==> src/rtl/dual_path_fetch_pc_if.sv <==
// ---------------------------------------------------------------------------
// dual_path_fetch_pc_if
//   Bundles the control inputs and fetch outputs of dual_path_fetch_pc.
//
//   Inputs to the PC stage (driven by master):
//     stall         hazard stall, holds both PCs
//     branch_ID     branch decoded in ID of the primary pipe
//     BTA_ID        target of that branch
//     correct_en_t  t pipe is wrong, redirect to correction_t
//     correction_t  redirect PC for t
//     correct_en_n  n pipe is wrong, redirect to correction_n
//     correction_n  redirect PC for n
//   Outputs of the PC stage (driven by slave):
//     pc_n, pc_t            per-pipe fetch PCs
//     nextPC_n, nextPC_t    PC+1, wrapping modulo 2^PC_W
//     fetch_en_n, fetch_en_t per-pipe fetch valid
//     forked                block is in the FORKED state
//     primary               surviving pipe after a merge (0 = n, 1 = t)
//
//   There is no valid/ready handshake on this bus: every input is sampled
//   on each rising clk edge, and every output is valid on every cycle.
// ---------------------------------------------------------------------------
interface dual_path_fetch_pc_if #(
   parameter int PC_W = 10
);
   logic            stall;
   logic            branch_ID;
   logic [PC_W-1:0] BTA_ID;
   logic            correct_en_t;
   logic [PC_W-1:0] correction_t;
   logic            correct_en_n;
   logic [PC_W-1:0] correction_n;

   logic [PC_W-1:0] pc_n;
   logic [PC_W-1:0] pc_t;
   logic [PC_W-1:0] nextPC_n;
   logic [PC_W-1:0] nextPC_t;
   logic            fetch_en_n;
   logic            fetch_en_t;
   logic            forked;
   logic            primary;

   modport master (
      output stall, branch_ID, BTA_ID,
             correct_en_t, correction_t, correct_en_n, correction_n,
      input  pc_n, pc_t, nextPC_n, nextPC_t,
             fetch_en_n, fetch_en_t, forked, primary
   );

   modport slave (
      input  stall, branch_ID, BTA_ID,
             correct_en_t, correction_t, correct_en_n, correction_n,
      output pc_n, pc_t, nextPC_n, nextPC_t,
             fetch_en_n, fetch_en_t, forked, primary
   );
endinterface

==> src/rtl/dual_path_fetch_pc.sv <==
// ---------------------------------------------------------------------------
// dual_path_fetch_pc
//   PC generation stage for dual-path fetch.  In SINGLE only the primary pipe
//   fetches and the other PC mirrors it.  A branch in ID forks the block into
//   FORKED, where pipe n follows the fall-through path and pipe t the branch
//   target.  A correction for either pipe merges both PCs onto the corrected
//   address and returns to SINGLE with the other pipe as primary.
//
//   Ports:
//     clk   clock
//     rst   asynchronous active-low reset
//     bus   dual_path_fetch_pc_if.slave (controls in, PCs/enables out)
//
//   Parameters:
//     PC_W        width of all PCs and correction buses
//     FORK_LIMIT  FORKED cycles after which the t pipe is throttled
//
//   Optional feature, macro FORK_LIMIT_EN:
//     defined   - a fork counter saturating at FORK_LIMIT stops the t pipe
//                 (fetch_en_t = 0, pc_t holds) once the limit is reached
//     undefined - no counter; the t pipe fetches for the whole fork
//
//   pc_n, pc_t and primary come straight from registers; nextPC_*,
//   fetch_en_* and forked are decoded from registers only.
// ---------------------------------------------------------------------------
module dual_path_fetch_pc #(
   parameter int PC_W       = 10,
   parameter int FORK_LIMIT = 4
) (
   input logic                 clk,
   input logic                 rst,
   dual_path_fetch_pc_if.slave bus
);

   typedef enum logic {
      SINGLE = 1'b0,
      FORKED = 1'b1
   } state_t;

   if (FORK_LIMIT < 1) begin : g_bad_limit
      $error("FORK_LIMIT must be at least 1");
   end

   state_t          state_q, state_d;
   logic [PC_W-1:0] pc_n_q, pc_n_d;
   logic [PC_W-1:0] pc_t_q, pc_t_d;
   logic            primary_q, primary_d;
   logic [PC_W-1:0] prim_pc;
   logic            throttled;

   assign prim_pc = primary_q ? pc_t_q : pc_n_q;

`ifdef FORK_LIMIT_EN
   localparam int CNT_W = $clog2(FORK_LIMIT + 1);

   logic [CNT_W-1:0] cnt_q;
   logic             fork_start;
   logic             fork_adv;

   // Counter only moves on cycles where the fork actually advances; a
   // correction or stall leaves it alone (a correction ends the fork anyway).
   assign fork_start = (state_q == SINGLE) && !bus.correct_en_n &&
                       !bus.correct_en_t && !bus.stall && bus.branch_ID;
   assign fork_adv   = (state_q == FORKED) && !bus.correct_en_n &&
                       !bus.correct_en_t && !bus.stall;
   assign throttled  = (state_q == FORKED) && (cnt_q == CNT_W'(FORK_LIMIT));

   always_ff @(posedge clk or negedge rst) begin
      if (!rst)
         cnt_q <= '0;
      else if (fork_start)
         cnt_q <= '0;
      else if (fork_adv && !throttled)
         cnt_q <= cnt_q + CNT_W'(1);
   end
`else
   assign throttled = 1'b0;
`endif

   // State and datapath registers.
   always_ff @(posedge clk or negedge rst) begin
      if (!rst) begin
         state_q   <= SINGLE;
         pc_n_q    <= '0;
         pc_t_q    <= '0;
         primary_q <= 1'b0;
      end else begin
         state_q   <= state_d;
         pc_n_q    <= pc_n_d;
         pc_t_q    <= pc_t_d;
         primary_q <= primary_d;
      end
   end

   // Next-state and next-PC logic.
   // Priority: correct_en_n > correct_en_t > stall > branch_ID > increment.
   always_comb begin
      state_d   = state_q;
      pc_n_d    = pc_n_q;
      pc_t_d    = pc_t_q;
      primary_d = primary_q;
      if (bus.correct_en_n) begin
         // n was wrong: t survives.
         pc_n_d    = bus.correction_n;
         pc_t_d    = bus.correction_n;
         primary_d = 1'b1;
         state_d   = SINGLE;
      end else if (bus.correct_en_t) begin
         // t was wrong: n survives.
         pc_n_d    = bus.correction_t;
         pc_t_d    = bus.correction_t;
         primary_d = 1'b0;
         state_d   = SINGLE;
      end else if (bus.stall) begin
         state_d = state_q;
      end else if (state_q == SINGLE) begin
         if (bus.branch_ID) begin
            pc_n_d    = prim_pc + PC_W'(1);
            pc_t_d    = bus.BTA_ID;
            primary_d = 1'b0;
            state_d   = FORKED;
         end else begin
            // Non-primary PC keeps mirroring the primary one.
            pc_n_d = prim_pc + PC_W'(1);
            pc_t_d = prim_pc + PC_W'(1);
         end
      end else begin
         pc_n_d = pc_n_q + PC_W'(1);
         if (!throttled)
            pc_t_d = pc_t_q + PC_W'(1);
      end
   end

   // Output decode.
   always_comb begin
      bus.pc_n     = pc_n_q;
      bus.pc_t     = pc_t_q;
      bus.nextPC_n = pc_n_q + PC_W'(1);
      bus.nextPC_t = pc_t_q + PC_W'(1);
      bus.primary  = primary_q;
      bus.forked   = (state_q == FORKED);
      if (state_q == FORKED) begin
         bus.fetch_en_n = 1'b1;
         bus.fetch_en_t = !throttled;
      end else begin
         bus.fetch_en_n = !primary_q;
         bus.fetch_en_t = primary_q;
      end
   end

endmodule
==> src/flat_wrapper.sv <==
// flat-port wrapper written by rule: the top's interface ports become plain ports
module dual_path_fetch_pc_flat 
#(
   parameter int PC_W       = 10,
   parameter int FORK_LIMIT = 4
)
  (clk, rst, bus_stall, bus_branch_ID, bus_BTA_ID, bus_correct_en_t, bus_correction_t, bus_correct_en_n, bus_correction_n, bus_pc_n, bus_pc_t, bus_nextPC_n, bus_nextPC_t, bus_fetch_en_n, bus_fetch_en_t, bus_forked, bus_primary);
  dual_path_fetch_pc_if #(.PC_W(PC_W)) bus_i ();
  input logic clk;
  input logic rst;
  input wire logic [$bits(bus_i.stall)-1:0] bus_stall;
  input wire logic [$bits(bus_i.branch_ID)-1:0] bus_branch_ID;
  input wire logic [$bits(bus_i.BTA_ID)-1:0] bus_BTA_ID;
  input wire logic [$bits(bus_i.correct_en_t)-1:0] bus_correct_en_t;
  input wire logic [$bits(bus_i.correction_t)-1:0] bus_correction_t;
  input wire logic [$bits(bus_i.correct_en_n)-1:0] bus_correct_en_n;
  input wire logic [$bits(bus_i.correction_n)-1:0] bus_correction_n;
  output wire logic [$bits(bus_i.pc_n)-1:0] bus_pc_n;
  output wire logic [$bits(bus_i.pc_t)-1:0] bus_pc_t;
  output wire logic [$bits(bus_i.nextPC_n)-1:0] bus_nextPC_n;
  output wire logic [$bits(bus_i.nextPC_t)-1:0] bus_nextPC_t;
  output wire logic [$bits(bus_i.fetch_en_n)-1:0] bus_fetch_en_n;
  output wire logic [$bits(bus_i.fetch_en_t)-1:0] bus_fetch_en_t;
  output wire logic [$bits(bus_i.forked)-1:0] bus_forked;
  output wire logic [$bits(bus_i.primary)-1:0] bus_primary;
  assign bus_i.stall = bus_stall;
  assign bus_i.branch_ID = bus_branch_ID;
  assign bus_i.BTA_ID = bus_BTA_ID;
  assign bus_i.correct_en_t = bus_correct_en_t;
  assign bus_i.correction_t = bus_correction_t;
  assign bus_i.correct_en_n = bus_correct_en_n;
  assign bus_i.correction_n = bus_correction_n;
  assign bus_pc_n = bus_i.pc_n;
  assign bus_pc_t = bus_i.pc_t;
  assign bus_nextPC_n = bus_i.nextPC_n;
  assign bus_nextPC_t = bus_i.nextPC_t;
  assign bus_fetch_en_n = bus_i.fetch_en_n;
  assign bus_fetch_en_t = bus_i.fetch_en_t;
  assign bus_forked = bus_i.forked;
  assign bus_primary = bus_i.primary;
  dual_path_fetch_pc #(.PC_W(PC_W), .FORK_LIMIT(FORK_LIMIT)) u_core (.clk(clk), .rst(rst), .bus(bus_i));
endmodule
==> config.mk <==
export PLATFORM = sky130hd
export DESIGN_NAME = dual_path_fetch_pc_flat
export DESIGN_NICKNAME = d
export VERILOG_FILES = /design/src/rtl/dual_path_fetch_pc_if.sv /design/src/rtl/dual_path_fetch_pc.sv /design/src/flat_wrapper.sv
export SDC_FILE = /design/constraint.sdc
export NUM_CORES = 1
export LEC_CHECK = 0
export ABC_AREA = 1
export CAP_MARGIN = 20
export CORE_ASPECT_RATIO = 2
export CORE_UTILIZATION = 45
export CTS_CLUSTER_SIZE = 24
export DETAILED_ROUTE_END_ITERATION = 7
export PLACE_DENSITY = 0.88
export SLEW_MARGIN = 30
export SYNTH_ARGS = -nofsm -noshare
export SYNTH_HDL_FRONTEND = slang
export SYNTH_SLANG_ARGS = --single-unit
==> constraint.sdc <==
create_clock -name clk -period 2.2 [get_ports clk]
set_input_delay 0.44 -clock clk [delete_from_list [all_inputs] [get_ports clk]]
set_output_delay 0.44 -clock clk [all_outputs]
set_load 0.02 [all_outputs]
==> impl_metrics.yaml, run 1 <==
place:
  dpl.hpwl_mm: 6.207
  gp_congestion: 0.9763
  io_buffer_count: 79
  dp.cells: 480
  placed_area_um2: 3139
clock_tree:
  clock_sinks: 22
  cts_tree: "done"
  clockBufferDepth: 2
  clock_latency_ns: 0.27
  htreeDepth: 1
  cts_buffers: 3
  cts_hold_buffers: 0
  clk_pin_slew_ns: 0.09
  cts_root_buf: "clkbuf_8"
final_layout:
  diodes: 0
  stdcell_count: 484
  areaGrowthSynthToFinish_pct: 52.86
  final_area_um2: 3209
  register_area_um2: 553.0
  layout_commonest_cell: "nand2_1"
  finalNetCount: 470
  fillers: 382
  drive_gt1_share_pct: 18.84
  layout_common_cells: "91 x nand2_1, 63 x clkdlybuf4s50_1, 33 x buf_4, 32 x inv_1, 31 x a21oi_1"
  multi_input_area_um2: 1378
floorplan:
  row_count: 34
  die_h_um: 98.60
  start_util_pct: 47.45
  io_pins: 80
  coreArea_um2: 4424
  die_w_um: 50.30
  die-area_um2: 4959
timing:
  clock.fmax_ghz: 0.4748
  fin_hold_ws_ns: 0.5190
  period_share_pct: 95.74
  clock_skew_ns: 0.006225
  hold_viol: 0
  period_needed_ns: 2.106
  setup_violations: 0
  tightest_slew_ns: 0.5808
  drv_slew: 0
  relSlewSlack_pct: 61.28
grt:
  met2_usage_pct: 61.23
  grt_overflow: 0
  antenna_found_initial: 0
  use_met1_pct: 38.90
  grt_pass1_vias: 2747
  grt_pass1_wl_mm: 13.08
  grtUsageMet3_pct: 3.395
  top_usage_layer: "met2"
  grt_max_degree: 23
  grt_use_total_pct: 34.60
hold_path:
  hold_path_class: "primary input to async pin"
route:
  drt_iter0_markers: 169
  dr_total_vias: 2757
  routed_wl_mm: 8.135
  firstDrtPassIters: 5
  drc: 0
  final_antenna_net_count: 0
  vias_per_cell: 5.696
  wire_per_inst_um: 16.81
synthesis:
  async_reset_ff_share_pct: 100.0
  synth_cells: 327
  syn_area_um2: 2100
  netlist.area_leader.share_pct: 26.22
  synth.avg_cell_area_um2: 6.421
  synth_warnings: 0
  synth_edf_count: 0
  ys_seq_elements: 22
  synth_nets: 366
  synthTopCellsByArea: "dfrtp_1 26%, nand2_1 16%, a21oi_1 7.4%"
  synthFlopType: "dfrtp_1"
  ys_seq_area_share_pct: 26.22
  yosysTopAreaCell: "dfrtp_1"
  ys_types: 35
worst_setup_path:
  startpoint_type: "flop"
  crit_start: "u_core.bus.pc_n[0]$_DFFE_PN0P_"
  worstReg2RegStart: "u_core.bus.primary$_DFFE_PN0P_"
  critPathKind: "flop to output pin"
  arrival_ns: 1.67
  cp.required_ns: 1.76
  worst_setup_path_end_kind: "output pin"
  crit_fanout: 5
power_and_ir_drop:
  p_leak_uw: 0.001526
  vdd_drop_max_v: 0.0004669
  powerDensity_nw_per_um2: 582.3
  p_total_uw: 1869
run_status:
  outcome: "finished clean"
job:
  maxCapViolations: 0
-- where the power goes --
| part | switching (µW) | total [µW] | internal, µW |
|---|---|---|---|
| registers | 48.1 | 500 | 452 |
| clock network | 149 | 393 | 243 |
| logic | 560 | 976 | 416 |
| total | 757 | 1870 | 1110 |
-- logic make-up after synthesis --
group	share of synthesized area, %
buffers and inverters	10.37
AND/OR/NAND/NOR	34.57
XOR/XNOR	6.258
AO/OA/AOI/OAI	20.80
adder cells (fa/ha/maj)	1.788
flip-flops	26.22
-- repair_timing --
item,4_1_cts,5_1_grt
pin swaps,0,1
setup endpoints to repair,16,10
setup buffers,0,0
resized for setup,24,24
-- worst max-delay path: stages (launching register included) --
cell and delay [ns]:
dfrtp_1 0.41, buf_4 0.16, nand3_1 0.12, inv_1 0.10, nand3_1 0.10, or2_1 0.25
nand2_1 0.08, clkbuf_2 0.17
-- layer usage --
| metal | up-vias | routed length [µm] |
|---|---|---|
| met4 | 0 | 340 |
| met2 | 144 | 4409 |
| met5 | - | 0 |
| li1 | 1283 | - |
| met1 | 1297 | 2875 |
| met3 | 33 | 511 |
-- registers in the layout, indices dropped and copies added (netlist names) --
| name | count |
|---|---|
| u_core.bus.forked | 1 |
| u_core.bus.pc_n | 10 |
| u_core.bus.pc_t | 10 |
| u_core.bus.primary | 1 |
-- cell usage after synthesis, types with 2 or more instances --
| cell type | count |
|---|---|
| nor2_1 | 25 |
| nor2_4 | 2 |
| nor2_2 | 3 |
| o21ai_1 | 4 |
| inv_1 | 33 |
| o21ai_0 | 14 |
| o21ai_2 | 4 |
| nand3_1 | 24 |
| ha_1 | 3 |
| dfrtp_1 | 22 |
| a21oi_1 | 31 |
| nand2_2 | 6 |
| nand2_1 | 91 |
| a41oi_1 | 2 |
| a22oi_1 | 4 |
| nor3_1 | 4 |
| xor2_1 | 14 |
| o211ai_1 | 9 |
| clkbuf_1 | 6 |
| buf_2 | 5 |
| a221oi_1 | 3 |
| or2_2 | 5 |
-- metrics by stage --
| stage | worst slack (ns) | setup TNS [ns] | util (%) |
|---|---|---|---|
| 2_1_floorplan | 0.3480 | 0 | - |
| 6_report | 0.09368 | 0 | 72.54 |
| 3_5_place_dp | -0.02481 | -0.02900 | 70.96 |
| 5_1_grt | -0.01996 | -0.01996 | 72.54 |
| 4_1_cts | 0.001246 | 0 | 72.48 |
| 3_3_place_gp | 0.06273 | 0 | 70.96 |
-- area by class of cell --
type / instances / share of cell area [%]
clock buffer: 3 / 1.287
clock inverter: 1 / 0.9357
inverter: 35 / 4.094
multi-input combinational: 256 / 42.92
sequential: 22 / 17.23
tap: 54 / 2.105
timing repair buffer: 113 / 31.42
-- final timing paths --
| kind | end | slack [ns] | cells past startpoint |
|---|---|---|---|
| max | bus_nextPC_n[9] | 0.09 | 7 |
| min | u_core.bus.forked$_DFFE_PN0P_ | 0.52 | 2 |
| max reg2reg | u_core.bus.pc_t[6]$_DFFE_PN0P_ | 0.24 | 14 |
| min reg2reg | u_core.bus.pc_t[9]$_DFFE_PN0P_ | 0.62 | 2 |
| max in group asynchronous | u_core.bus.pc_n[3]$_DFFE_PN0P_ | 1.41 | 2 |
| min in group clk | u_core.bus.pc_t[9]$_DFFE_PN0P_ | 0.62 | 2 |
Power figures use the tool's default switching activity.
==> run 2: changes to the inputs <==
--- a/config.mk
+++ b/config.mk
@@ -11,6 +11,7 @@
 export CORE_UTILIZATION = 45
 export CTS_CLUSTER_SIZE = 24
 export DETAILED_ROUTE_END_ITERATION = 7
+export GPL_ROUTABILITY_DRIVEN = 0
 export PLACE_DENSITY = 0.88
 export SLEW_MARGIN = 30
 export SYNTH_ARGS = -nofsm -noshare
==> impl_metrics.yaml, run 2 (synthesized netlist as in run 1, its figures left out) <==
place:
  dpl.hpwl_mm: 5.917
  dp.cells: 479
  placed_area_um2: 3132
  io_buffer_count: 79
hold_path:
  hold_path_class: "primary input to async pin"
final_layout:
  layout_commonest_cell: "nand2_1"
  finalNetCount: 469
  register_area_um2: 551.8
  fillers: 348
  multi_input_area_um2: 1359
  diodes: 0
  stdcell_count: 483
  layout_common_cells: "91 x nand2_1, 64 x clkdlybuf4s50_1, 32 x inv_1, 32 x buf_4, 31 x a21oi_1"
  drive_gt1_share_pct: 17.25
  final_area_um2: 3196
  areaGrowthSynthToFinish_pct: 52.20
grt:
  grt_use_total_pct: 32.73
  grt_pass1_wl_mm: 12.34
  grt_max_degree: 23
  grt_overflow: 0
  grt_pass1_vias: 2633
  antenna_found_initial: 0
job:
  maxCapViolations: 0
timing:
  clock.fmax_ghz: 0.4532
  hold_viol: 0
  drv_slew: 0
  setup_slack_ns: -0.006550
  fin_hold_ws_ns: 0.5079
  clock_skew_ns: 0.009338
  rsz0062_at_grt: "yes"
  relSlewSlack_pct: 66.04
  tightest_slew_ns: 0.5093
  setup_violations: 1
  period_needed_ns: 2.207
  period_share_pct: 100.3
power_and_ir_drop:
  power_frac_comb_pct: 52.4
  p_switching_uw: 755.2
  p_leak_uw: 0.001528
  clkPwrFrac_pct: 21.1
  swShare_pct: 40.43
  power_frac_seq_pct: 26.5
  powerDensity_nw_per_um2: 584.6
  vdd_drop_max_v: 0.0004992
  intPower_uw: 1113
worst_setup_path:
  cp_cell_sequence: "nand3_1 -> xor2_1 -> inv_1 -> clkdlybuf4s50_1"
  cp_slowest_cell: "clkdlybuf4s50_1"
  r2r_setup_slack_ns: 0.19
  critPathKind: "flop to output pin"
  crit_fanout: 3
  arrival_ns: 1.77
  cp.required_ns: 1.76
  worstReg2RegEnd: "u_core.bus.pc_t[6]$_DFFE_PN0P_"
  worst_setup_path_end_kind: "output pin"
  slowest_delay_ns: 0.62
  reg2reg_depth: 14
  worst-path-buf-inv: 2
  startpoint_type: "flop"
  worstReg2RegStart: "u_core.bus.primary$_DFFE_PN0P_"
  crit_family: "buffers and inverters"
clock_tree:
  cts_buffers: 3
  clockBufferDepth: 2
  cts_hold_buffers: 0
  clock_latency_ns: 0.28
  cts_root_buf: "clkbuf_8"
  clock_sinks: 22
  htreeDepth: 1
  clk_pin_slew_ns: 0.09
  cts_tree: "done"
floorplan:
  io_pins: 80
  row_count: 34
  die-area_um2: 4959
  start_util_pct: 47.45
  die_w_um: 50.30
  coreArea_um2: 4424
  die_h_um: 98.60
run_status:
  outcome: "complete, but fails checks"
  violations: "setup timing"
route:
  wire_per_inst_um: 16.31
  firstDrtPassIters: 5
  vias_per_cell: 5.766
  drc: 0
  routed_wl_mm: 7.880
  dr_total_vias: 2785
  drt_iter0_markers: 146
  final_antenna_net_count: 0
## run 2: cell type report
type                            instances  area share, %
Clock buffer                            3          1.292
Inverter                               35          4.111
Multi-Input combinational cell        256          42.52
Sequential cell                        22          17.27
Timing Repair Buffer                  112          31.75
Tap cell                               54          2.114
Clock inverter                          1         0.9397
## run 2: power groups by stage
stage | clock network, µW | registers (µW) | logic, µW
after global placement | 0 | 495 | 974
after CTS | 392 | 491 | 964
final | 395 | 494 | 979
after detailed placement | 0 | 498 | 985
after global routing | 403 | 501 | 1040
after floorplan | 0 | 574 | 435
## run 2: worst max path at each step
stage                                        start              end  slack, ns  depth (start not counted)
floorplan           u_core.bus.pc_t[2]$_DFFE_PN0P_  bus_nextPC_t[7]       0.35                          4
global placement    u_core.bus.pc_n[0]$_DFFE_PN0P_  bus_nextPC_n[6]      0.003                          7
detailed placement  u_core.bus.pc_n[0]$_DFFE_PN0P_  bus_nextPC_n[6]      -0.02                          7
CTS                 u_core.bus.pc_n[0]$_DFFE_PN0P_  bus_nextPC_n[9]      0.004                          7
global route        u_core.bus.pc_t[1]$_DFFE_PN0P_  bus_nextPC_t[7]      -0.03                          5
finish              u_core.bus.pc_t[1]$_DFFE_PN0P_  bus_nextPC_t[3]     -0.007                          4
## run 2: repair_timing
item                       4_1_cts  5_1_grt
gates resized for setup         27       10
setup endpoints to repair       15       12
setup buffers                    0        0
pin swaps                        1        2
## run 2: worst register-to-register path, cell delays in order, from the launching register on
cell and delay, ns:
dfrtp_2 0.47, inv_2 0.16, nand2_1 0.09, nand2_1 0.10, ha_1 0.18, nand2_2 0.10, nor2_4 0.17, nand2_1 0.07
nand2_1 0.08, nand3_1 0.07, nand2_1 0.06, nand3_1 0.12, nand2_1 0.09, nand2_1 0.05, a21oi_1 0.13
## run 2: metal layers
metal | routed length (µm) | vias up | track usage, %
met2 | 4102 | 182 | 57.64
met3 | 660 | 52 | 5.093
met5 | 0 | - | 0
li1 | - | 1281 | -
met4 | 412 | 0 | 18.16
met1 | 2704 | 1270 | 36.01
## run 2: per-stage QoR
step           util, %  total power [µW]  setup TNS [ns]  setup WS [ns]
3_3_place_gp     70.79              1469               0       0.002529
6_report         72.23              1868       -0.006550      -0.006550
4_1_cts          72.23              1848               0       0.003509
2_1_floorplan        -              1009               0         0.3480
3_5_place_dp     70.79              1484        -0.02058       -0.02058
5_1_grt          72.23              1946        -0.05443       -0.02818
